**src/rtl/lru_ctrl_lv1.sv**
```systemverilog
// Tree pseudo-LRU controller for a 4-way L1 cache: owns the per-set PLRU array,
// clears it with an init sweep, arbitrates hit/fill updates and selects victims.
module lru_ctrl_lv1 #(
  parameter int ASSOC_WID   = 2,
  parameter int INDEX_MSB   = 11,
  parameter int INDEX_LSB   = 6,
  parameter int LRU_VAR_WID = 3,
  parameter int NUM_OF_SETS = 64
) (
  input  logic                           clk,
  input  logic                           rst,
  output logic                           init_busy,
  input  logic                           hit_upd_valid,
  input  logic [INDEX_MSB-INDEX_LSB:0]   hit_upd_index,
  input  logic [ASSOC_WID-1:0]           hit_upd_way,
  output logic                           hit_upd_ready,
  input  logic                           fill_upd_valid,
  input  logic [INDEX_MSB-INDEX_LSB:0]   fill_upd_index,
  input  logic [ASSOC_WID-1:0]           fill_upd_way,
  output logic                           fill_upd_ready,
  input  logic                           victim_req,
  input  logic [INDEX_MSB-INDEX_LSB:0]   victim_index,
  input  logic [3:0]                     valid_vec,
  output logic                           victim_ready,
  output logic                           victim_ack,
  output logic [ASSOC_WID-1:0]           victim_way
);

  localparam int IW = INDEX_MSB - INDEX_LSB + 1;

  typedef enum logic [0:0] {ST_INIT = 1'b0, ST_READY = 1'b1} state_t;

  state_t                   state_r, state_next_s;
  logic [IW-1:0]            cnt_r;
  logic                     init_busy_r;
  logic                     victim_ack_r;
  logic [ASSOC_WID-1:0]     victim_way_r;
  logic [LRU_VAR_WID-1:0]   plru_r [NUM_OF_SETS];

  logic                     fill_acc_s, hit_acc_s, vic_acc_s, upd_acc_s;
  logic [IW-1:0]            upd_idx_s;
  logic [ASSOC_WID-1:0]     upd_way_s;
  logic [LRU_VAR_WID-1:0]   upd_bits_s, vic_bits_s;
  logic [ASSOC_WID-1:0]     sel_way_s;

  // b2 root, b1 left pair, b0 right pair; accessed way is steered away from.
  function automatic logic [2:0] plru_update(input logic [2:0] s, input logic [1:0] w);
    logic [2:0] r;
    r = s;
    case (w)
      2'd0:    begin r[2] = 1'b1; r[1] = 1'b1; end
      2'd1:    begin r[2] = 1'b1; r[1] = 1'b0; end
      2'd2:    begin r[2] = 1'b0; r[0] = 1'b1; end
      2'd3:    begin r[2] = 1'b0; r[0] = 1'b0; end
      default: r = s;
    endcase
    return r;
  endfunction

  function automatic logic [1:0] plru_victim(input logic [2:0] s);
    logic [1:0] w;
    if (s[2] == 1'b0) w = s[1] ? 2'd1 : 2'd0;
    else              w = s[0] ? 2'd3 : 2'd2;
    return w;
  endfunction

  function automatic logic [1:0] first_invalid(input logic [3:0] v);
    logic [1:0] w;
    if      (v[0] == 1'b0) w = 2'd0;
    else if (v[1] == 1'b0) w = 2'd1;
    else if (v[2] == 1'b0) w = 2'd2;
    else                   w = 2'd3;
    return w;
  endfunction

  assign init_busy      = init_busy_r;
  assign fill_upd_ready = !init_busy_r;
  assign hit_upd_ready  = !init_busy_r && !fill_upd_valid;
  assign victim_ready   = !init_busy_r;
  assign victim_ack     = victim_ack_r;
  assign victim_way     = victim_way_r;

  // Next-state logic of the init/ready sequencer.
  always_comb begin
    state_next_s = state_r;
    case (state_r)
      ST_INIT: begin
        if (cnt_r == IW'(NUM_OF_SETS - 1)) state_next_s = ST_READY;
        else                               state_next_s = ST_INIT;
      end
      ST_READY: state_next_s = ST_READY;
      default:  state_next_s = ST_INIT;
    endcase
  end

  // Sequencer state, sweep counter and busy flag.
  always_ff @(posedge clk) begin
    if (rst) begin
      state_r     <= ST_INIT;
      cnt_r       <= '0;
      init_busy_r <= 1'b1;
    end else begin
      state_r     <= state_next_s;
      cnt_r       <= (state_r == ST_INIT) ? cnt_r + IW'(1) : cnt_r;
      init_busy_r <= (state_next_s == ST_INIT);
    end
  end

  // Update arbitration (fill over hit) and victim choice with same-index bypass.
  always_comb begin
    fill_acc_s = fill_upd_valid && !init_busy_r;
    hit_acc_s  = hit_upd_valid && !init_busy_r && !fill_upd_valid;
    vic_acc_s  = victim_req && !init_busy_r;
    upd_acc_s  = fill_acc_s || hit_acc_s;
    if (fill_acc_s) begin
      upd_idx_s = fill_upd_index;
      upd_way_s = fill_upd_way;
    end else begin
      upd_idx_s = hit_upd_index;
      upd_way_s = hit_upd_way;
    end
    upd_bits_s = plru_update(plru_r[upd_idx_s], upd_way_s);
    if (upd_acc_s && (upd_idx_s == victim_index)) vic_bits_s = upd_bits_s;
    else                                          vic_bits_s = plru_r[victim_index];
    if (valid_vec != 4'hF) sel_way_s = first_invalid(valid_vec);
    else                   sel_way_s = plru_victim(vic_bits_s);
  end

  // PLRU array: zeroed by the sweep, otherwise one accepted update per cycle.
  always_ff @(posedge clk) begin
    if (init_busy_r) plru_r[cnt_r] <= '0;
    else if (upd_acc_s && !rst) plru_r[upd_idx_s] <= upd_bits_s;
  end

  // Registered victim response.
  always_ff @(posedge clk) begin
    if (rst) begin
      victim_ack_r <= 1'b0;
      victim_way_r <= '0;
    end else begin
      victim_ack_r <= vic_acc_s;
      if (vic_acc_s) victim_way_r <= sel_way_s;
    end
  end

endmodule
```
**config.mk**
```make
export PLATFORM = sky130hd
export DESIGN_NAME = lru_ctrl_lv1
export DESIGN_NICKNAME = d
export VERILOG_FILES = /design/src/rtl/lru_ctrl_lv1.sv
export SDC_FILE = /design/constraint.sdc
export NUM_CORES = 1
export LEC_CHECK = 0
export ABC_CLOCK_PERIOD_IN_PS = 16500
export CAP_MARGIN = 20
export CELL_PAD_IN_SITES_DETAIL_PLACEMENT = 0
export CELL_PAD_IN_SITES_GLOBAL_PLACEMENT = 1
export CORE_ASPECT_RATIO = 1.25
export CORE_MARGIN = 2
export CORE_UTILIZATION = 56
export CTS_CLUSTER_SIZE = 10
export DETAILED_ROUTE_END_ITERATION = 6
export PLACE_DENSITY_LB_ADDON = 0.1
export SYNTH_ARGS = -nofsm -noshare
export SYNTH_HDL_FRONTEND = slang
export SYNTH_SLANG_ARGS = --single-unit
```
**constraint.sdc**
```tcl
create_clock -name clk -period 16.5 [get_ports clk]
set_input_delay 4.95 -clock clk [delete_from_list [all_inputs] [get_ports clk]]
set_output_delay 4.95 -clock clk [all_outputs]
set_load 0.01 [all_outputs]
```
==> impl_results.md <==
- Syn_nets: 779
- CP Class: primary input to output pin
- Fin. Hold Viols: 0
- Largest vdd supply drop: 0.08989 mV
- Slowest CP cell: clkdlybuf4s50_1
- Setup TNS: 0 ns
- Maxcap violations: 0
- Setup ws final: 5.339 ns
- Min Tclk post-route: 11.16 ns
- Top cells by area, synth: edfxtp_1 (55%), mux4_2 (14%), mux2i_1 (3.9%)
- CTS Buf Count: 24
- H-tree Lvls: 1
- Setup bufs post-CTS: 0
- Critical Path Max Stage Delay: 0.54 ns
- Hold Path Class: flip-flop to flip-flop
- Vias in the first global route: 6901
- Dominant synthesized flop cell: edfxtp_1
- Crit-path cells: clkdlybuf4s50_1 > buf_4 > nor2_1 > clkdlybuf4s50_1
- Core area: 0.01817 sq mm
- Syn_area_per_cell: 13.92 sq um
- # resized after CTS: 0
- Final Skew: 0.01333 ns
- Leakage power: 4.056 nW
- Most frequent cell after synthesis: edfxtp_1
- Final setup fails: 0
- Global-route wire length before repair: 43.55 mm
- Pin count of the biggest net entering global routing: 65
- Initial antenna violation count: 0
- CP dominant cell by count: clkdlybuf4s50_1
- Die area: 0.01968 sq mm
- Post-route ant nets: 0
- Pwr Density: 97.05 mW/mm^2
- CP Launch Type: primary input
- CP top delay family: buffers and inverters
- Area after DPL: 0.01088 sq mm
- Total grt overflow: 0
- Final Cell Area: 0.01163 sq mm
- Flop and latch count out of synthesis: 203
- Reg clk slew, reported paths: 0.06 ns
- Reg2Reg Capture Point: plru_r[40][1]
- Via count: 7002
- Hold Startpoint: victim_way[1]
- Final period util: 0.6764
- Multi-input logic area: 0.004100 sq mm
- Layout cells sized above 1: 0.1602
- Unrepaired setup endpoints after global routing: no
- I/O pins: 38
- Cell count after synthesis: 747
- Ys Warns: 0
- Post-synth top cells: edfxtp_1 (192), nor2_1 (105), nand2_1 (66), mux4_2 (65), mux2i_1 (40)
- WP buf/inv: 3
- DR iter-0 viols: 831
- WP data required: 11.55 ns
- Share of the synthesized area in the top cell type: 0.5546
- CP Max Fanout: 19
- Clk_lat worst skew: 0.51 ns
- DRC viols: 0
- Number of cell rows: 55
- Post-DP HPWL: 19.50 mm
- Antenna diode count: 0
- Reg2Reg Setup Slack: 11.70 ns
- Worst Hold Depth: 2
- Fraction of registers with async set/reset: 0
- DP Worst Slack: 5.348 ns
- GPL Wtd Cong: 0.9428
- Mapped Area: 0.01040 sq mm
- Starting Density: 0.5722
- CTS hold repair buffers: 0
- Crit. End Element: output pin
- Global Route Usage Sum: 0.2975
- Cell taking the most area after synthesis: edfxtp_1
- Final Slew Violations: 0
- Synth cell types: 73
- Die H: 156.3 um
- Register area: 0.005986 sq mm
- Relative slew slack: 0.2844
- PortBufs: 37
- Final wirelength: 28.78 mm
- Routed WL per cell: 28.19 um
- Fmax: 0.08960 GHz
- Clock tree buffer depth: 3
- Post-synth EDFFs: 192
- Run status: completed
- Worst R2R Path Depth: 9
- Worst slew pin tran: 1.067 ns
- P&R area growth vs syn: 11.86%
- Hold EP: victim_way[1]
- Root buffer cell: clkbuf_16
- DR vias/cell: 6.858
- # nets final: 808
- TritonCTS clock tree: built
- Die W: 125.9 um
- FILL cells: 1352
- Register area share after synthesis: 0.5758
- Worst Path Arrival: 6.21 ns
- Initial DRT Pass Iterations: 5
- Reg-to-Reg Start: init_busy
- CTS Sinks: 203
==> worst max-delay path by stage <==
stage,start,end,slack (ns),depth (start not counted)
floorplan,fill_upd_valid,hit_upd_ready,6.07,3
global placement,fill_upd_valid,hit_upd_ready,5.35,4
detailed placement,fill_upd_valid,hit_upd_ready,5.35,4
CTS,fill_upd_valid,hit_upd_ready,5.35,4
global route,fill_upd_valid,hit_upd_ready,5.28,4
finish,fill_upd_valid,hit_upd_ready,5.34,4
==> sequential cells by signal, indices dropped and copies added (netlist names) <==
signal	count
state_r	1
cnt_r	6
victim_way	2
plru_r	192
victim_ack	1
init_busy	1
==> where the power goes <==
group	switching (mW)	internal, mW	total (mW)
logic	0.0560	0.0385	0.0945
registers	0.00237	0.559	0.561
clock network	0.193	0.280	0.473
total	0.251	0.878	1.13
==> layout by cell type (no fill, tap or decap), types with 5 or more instances in the layout <==
cell type / Yosys / layout
edfxtp_1: 192 / 192
nor2_1: 105 / 104
nand2_1: 66 / 66
mux4_2: 65 / 65
mux2i_1: 40 / 40
clkdlybuf4s50_1: 0 / 35
clkbuf_16: 0 / 25
a211oi_1: 20 / 20
inv_1: 18 / 18
clkbuf_1: 14 / 17
nand3_1: 12 / 12
buf_4: 2 / 12
nor3_1: 11 / 11
dfxtp_1: 11 / 11
a31oi_1: 9 / 9
o21ai_0: 8 / 8
a21oi_1: 9 / 8
nor2b_1: 8 / 7
a311oi_1: 6 / 6
a22oi_1: 6 / 6
nand2b_1: 5 / 5
nand3b_1: 5 / 5
nand4_1: 5 / 5
o31ai_1: 5 / 5
xor2_1: 5 / 5
xnor2_1: 5 / 5
==> logic make-up (layout without fill, tap and decap cells) <==
kind of cell / Yosys count / count (layout) / share of synthesized area
xor+xnor: 10 / 10 / 0.008424
fa+ha+maj: 1 / 1 / 0.001203
simple gates: 242 / 242 / 0.1072
flops: 203 / 203 / 0.5758
buf+inv: 65 / 111 / 0.03201
compound gates: 115 / 115 / 0.08665
mux: 111 / 111 / 0.1887
==> through the flow <==
stage               std cells    util  total power, mW  hold slack (ns)
finish                   1021  0.6401            1.129           0.4559
global route             1021  0.6401            1.157           0.4864
detailed placement        976  0.5991           0.6642           0.4521
CTS                      1019  0.6375            1.133           0.4606
global placement          976  0.5991           0.6629           0.4413
floorplan                 747       -           0.6311           0.4761
==> metal layers <==
metal  share of wire  global-route usage
met1            0.39              0.4079
met3           0.087             0.05607
met4           0.038              0.1146
met2            0.48              0.4798
met5               0                   0
==> area by class of cell <==
cell class | instances | area share
flip-flops and latches | 203 | 0.5147
multi-input cells | 479 | 0.3526
well taps | 228 | 0.02453
clock inverters | 1 | 0.0006456
repair buffers | 50 | 0.04239
clock buffers | 42 | 0.05929
inverters | 18 | 0.005810
==> worst min-delay path: stages, from the launching register on <==
cell and delay, ns:
dfxtp_1 0.31, nand2_1 0.05, a21oi_1 0.05
(Power assumes the default switching activity.)
